===== config.mk =====
export PLATFORM = sky130hd
export DESIGN_NAME = randseq_token_exec
export DESIGN_NICKNAME = d
export VERILOG_FILES = /design/src/rtl/randseq_token_exec.sv
export SDC_FILE = /design/constraint.sdc
export NUM_CORES = 1
export LEC_CHECK = 0
export ABC_AREA = 1
export CAP_MARGIN = 20
export CELL_PAD_IN_SITES_DETAIL_PLACEMENT = 1
export CELL_PAD_IN_SITES_GLOBAL_PLACEMENT = 1
export CORE_ASPECT_RATIO = 0.7
export CORE_MARGIN = 1
export CORE_UTILIZATION = 40
export CTS_CLUSTER_DIAMETER = 100
export DETAILED_ROUTE_END_ITERATION = 10
export HOLD_SLACK_MARGIN = 0.06
export PLACE_DENSITY_LB_ADDON = 0.05
export SYNTH_ARGS = -nofsm -noshare
export SYNTH_HDL_FRONTEND = slang
export SYNTH_SLANG_ARGS = --single-unit

===== constraint.sdc =====
create_clock -name clk -period 2.3 [get_ports clk]
set_input_delay 0.46 -clock clk [delete_from_list [all_inputs] [get_ports clk]]
set_output_delay 0.46 -clock clk [all_outputs]
set_load 0.005 [all_outputs]

===== src/rtl/randseq_token_exec.sv =====
// randseq_token_exec: parses "op operand done" token sentences into a signed accumulator, one result per sentence.
// Define RANDSEQ_TOKEN_EXEC_SATURATE_EN to clamp the accumulator on overflow instead of wrapping.
module randseq_token_exec #(
    parameter int ACC_W = 8,
    parameter int CNT_W = 16
) (
    input  logic             clk,
    input  logic             rst_n,
    input  logic             tok_valid,
    output logic             tok_ready,
    input  logic [2:0]       tok_code,
    input  logic             clr,
    output logic             res_valid,
    input  logic             res_ready,
    output logic [ACC_W-1:0] res_acc,
    output logic             res_err,
    output logic             res_ovf,
    output logic [CNT_W-1:0] seq_cnt
);
    typedef enum logic [1:0] {S_OP, S_OPND, S_DONE, S_OUT} state_t;

    state_t           state;
    logic [ACC_W-1:0] acc;
    logic             op_sub;
    logic [1:0]       opnd;
    logic [ACC_W:0]   sum;
    logic             ovf;
    logic [ACC_W-1:0] new_acc;
    logic             tok_ok;

    assign tok_ready = (state != S_OUT);
    // One extra bit holds the true signed sum; overflow when the top two bits disagree.
    assign sum = op_sub ? {acc[ACC_W-1], acc} - (ACC_W+1)'(opnd)
                        : {acc[ACC_W-1], acc} + (ACC_W+1)'(opnd);
    assign ovf = sum[ACC_W] ^ sum[ACC_W-1];
`ifdef RANDSEQ_TOKEN_EXEC_SATURATE_EN
    assign new_acc = !ovf ? sum[ACC_W-1:0] :
                     sum[ACC_W] ? {1'b1, {(ACC_W-1){1'b0}}} : {1'b0, {(ACC_W-1){1'b1}}};
`else
    assign new_acc = sum[ACC_W-1:0];
`endif
    assign tok_ok = (state == S_OP)   ? (tok_code <= 3'd1) :
                    (state == S_OPND) ? (tok_code >= 3'd2 && tok_code <= 3'd4) :
                                        (tok_code == 3'd5);

    always_ff @(posedge clk or negedge rst_n) begin
        if (!rst_n) begin
            state     <= S_OP;
            acc       <= '0;
            op_sub    <= 1'b0;
            opnd      <= '0;
            res_valid <= 1'b0;
            res_acc   <= '0;
            res_err   <= 1'b0;
            res_ovf   <= 1'b0;
            seq_cnt   <= '0;
        end else begin
            if (clr)
                acc <= '0;
            if (state == S_OUT) begin
                if (res_ready) begin
                    state     <= S_OP;
                    res_valid <= 1'b0;
                    if (!res_err)
                        seq_cnt <= seq_cnt + 1'b1;
                end
            end else if (tok_valid) begin
                if (!tok_ok) begin
                    state     <= S_OUT;
                    res_valid <= 1'b1;
                    res_acc   <= acc;
                    res_err   <= 1'b1;
                    res_ovf   <= 1'b0;
                end else if (state == S_OP) begin
                    op_sub <= tok_code[0];
                    state  <= S_OPND;
                end else if (state == S_OPND) begin
                    // ONE/TWO/THREE are codes 2/3/4, so the low bits minus one give 1/2/3.
                    opnd  <= tok_code[1:0] - 2'd1;
                    state <= S_DONE;
                end else begin
                    state     <= S_OUT;
                    res_valid <= 1'b1;
                    res_err   <= 1'b0;
                    res_ovf   <= !clr && ovf;
                    res_acc   <= clr ? '0 : new_acc;
                    if (!clr)
                        acc <= new_acc;
                end
            end
        end
    end
endmodule


==> results.yml <==
yosys:
  synthMuxAreaShare_pct: 0.3920
  synth-xor-area-share_pct: 5.145
  yosys.area_share.simple_pct: 32.04
  synth_nets: 365
  yosysWarnings: 0
  synth_adder_area_share_pct: 9.603
  synth_top_family_by_area: "simple AND/OR/NAND/NOR gates"
  synth_area_leaders: "dfrtp_1, nand2_1, ha_1"
  synth_seq_area_share_pct: 39.20
  synth_compound_area_share_pct: 6.810
  syn_area_um2: 2554
  synth_area_leader_cell: "dfrtp_1"
  yosys_register_bits: 40
  synth_cells: 338
  yosysTopAreaCellShare_pct: 39.20
  ys_types: 32
  avgSynthCellArea_um2: 7.555
routing:
  drt-initial-drc-count: 74
  ant_nets: 0
  wl_mm: 6.587
  num_vias: 2312
  remaining_drc_errors: 0
  via_per_inst: 5.015
  drtPass1Iterations: 4
  avgRoutedWirePerCell_um: 14.29
global_routing:
  grt-ovfl-total: 0
  antenna_found_initial: 0
  grt_pass1_wl_mm: 11.08
  gr-usage-all-layers_pct: 21.26
  grt_max_degree: 41
  grt_pass1_vias: 2342
clocking:
  h-tree-depth: 2
  hold_buffers: 0
  cts-buffers-inserted: 5
  clk_pin_slew_ns: 0.08
  clockBufferDepth: 2
  cts_tree: "built"
  worstSkewPairLatency_ns: 0.30
  cts_root_buffer: "clkbuf_8"
  clock_sinks: 40
timing:
  skew_ns: 0.006774
  slew_headroom_pct: 64.89
  timing.final.crit_period_ns: 2.120
  slew_violations: 0
  tightest_slew_ns: 0.5266
  setup_viol_count_final: 0
  hold_ws_ns: 0.2227
  timing.final.hold_violations: 0
  rsz0062_at_grt: "no"
  fmax_mhz: 471.7
  fin_crit_sh_pct: 92.18
status:
  status: "finished clean"
placed_design:
  gp_routability_congestion: 0.8049
  hpwl_mm: 5.252
  io_buffers: 35
critical_path:
  reg2reg_from: "opnd[0]"
  worstPathMaxFanout: 8
  r2r_end: "res_acc[6]"
  rr_worst_depth: 12
  path_class: "flip-flop to flip-flop"
  reg2reg_slack_ns: 0.18
  crit_required_ns: 2.54
  arrival_ns: 2.36
  critPathLaunch: "opnd[0]"
  start_kind: "flip-flop"
  end_kind: "flip-flop"
floorplanning:
  num_rows: 23
  io_pins: 36
  dieArea_um2: 6713
  start_util_pct: 43.08
  die_x_um: 97.50
  fp.dieH_um: 68.85
  coreArea_um2: 5928
power_and_ir_drop:
  power_density_nw_per_um2: 1146
  p_leak_uw: 0.001660
  swShare_pct: 42.84
  power_frac_comb_pct: 55.1
  power_switching_uw: 1580
  pwr-share-seq_pct: 29.3
  clkPwrFrac_pct: 15.6
  peakVddDrop_mv: 0.6076
  internal-power_uw: 2108
cells_and_area:
  final_common_cell: "nand2_1"
  fillers: 755
  final_core_util_pct: 54.26
  final_cell_mix: "nand2_1, inv_1, dfrtp_1"
  multi_input_comb_area_um2: 1439
  antennaDiodeCount: 0
  drive_above_1_share_pct: 10.10
  num-nets-final: 412
  final-seq-area_um2: 1001
  area_growth_syn_to_layout_pct: 25.97
job:
  cap_violations: 0
worst_hold_path:
  hold_class: "input pin to async pin"
## critical path: stages (launching register included)
cell and delay (ns):
dfrtp_1 0.36, inv_1 0.05, ha_1 0.19, or2_4 0.29, ha_1 0.34, or2_2 0.29, nand3b_1 0.11, nand2_1 0.07
nand2_1 0.07, nand3_1 0.09, nand2_1 0.09, nand2_1 0.07, nand2_1 0.05
## how the worst max path moves through the flow
stage | slack [ns] | to
4_1_cts | 0.03 | res_acc[7]
5_1_grt | 0.01 | res_acc[6]
3_5_place_dp | -0.006 | res_acc[1]
2_1_floorplan | 0.28 | res_acc[7]
6_report | 0.18 | res_acc[6]
3_3_place_gp | 0.05 | res_acc[4]
## stage by stage
stage | worst slack, ns | TNS, ns | cell area [um^2] | cells | total power (uW)
CTS | 0.02556 | 0 | 3169 | 461 | 3618
finish | 0.1800 | 0 | 3217 | 461 | 3688
detailed placement | -0.005576 | -0.008782 | 3049 | 453 | 2996
floorplan | 0.2763 | 0 | 2554 | 338 | 2238
global placement | 0.04915 | 0 | 3049 | 453 | 2932
global route | 0.01167 | 0 | 3217 | 461 | 4030
## synthesized netlist by cell type (all sizes together)
| master | n |
|---|---|
| xor2 | 12 |
| nor2 | 36 |
| and3 | 1 |
| or2 | 2 |
| o21bai | 1 |
| o21ai | 18 |
| buf | 3 |
| nand3b | 3 |
| nor3 | 6 |
| nand3 | 27 |
| dfrtp | 40 |
| o31ai | 2 |
| nand2 | 110 |
| inv | 42 |
| xnor2 | 3 |
| ha | 18 |
| fa | 1 |
| o221ai | 1 |
| mux2i | 1 |
| nand4 | 2 |
| a21oi | 8 |
| o21a | 1 |
## power groups by stage
stage | registers (uW) | clock network [uW] | logic, uW
global placement | 1080 | 0 | 1850
finish | 1080 | 576 | 2030
CTS | 1080 | 591 | 1950
global route | 1110 | 616 | 2300
detailed placement | 1090 | 0 | 1910
floorplan | 1050 | 0 | 1180
## registers in the layout, indices dropped and copies added, names as in the netlist
signal / count
res_err: 1
acc: 8
state: 2
res_ovf: 1
seq_cnt: 16
res_valid: 1
opnd: 2
res_acc: 8
op_sub: 1
## final cells by class
cell class / count / area share [%]
Multi-Input combinational cell: 253 / 44.73
Sequential cell: 40 / 31.12
Timing Repair Buffer: 43 / 12.99
Inverter: 42 / 4.901
Tap cell: 75 / 2.917
Clock buffer: 6 / 2.256
Clock inverter: 2 / 1.089
## per-layer routing
| layer | GRT usage, % | vias to the layer above | share of wire (%) |
|---|---|---|---|
| li1 | - | 1162 | - |
| met1 | 28.85 | 1113 | 53 |
| met2 | 35.84 | 31 | 44 |
| met3 | 3.629 | 6 | 2.2 |
| met4 | 5.515 | 0 | 0.97 |
| met5 | 0 | - | 0 |
## cells by family (layout without fill, tap and decap cells)
group	count (synthesis)	count (layout)
buffers and inverters	45	93
AND/OR/NAND/NOR	187	187
adder cells (fa/ha/maj)	19	19
XOR/XNOR	15	15
flip-flops	40	40
multiplexers	1	1
AO/OA/AOI/OAI	31	31
## repair_timing
item | 4_1_cts | 5_1_grt
resized for setup | 1 | 9
pin swaps | 0 | 2
setup buffers | 0 | 0
setup endpoints to repair | 1 | 9
No activity file was read; power rests on OpenSTA's default activity.
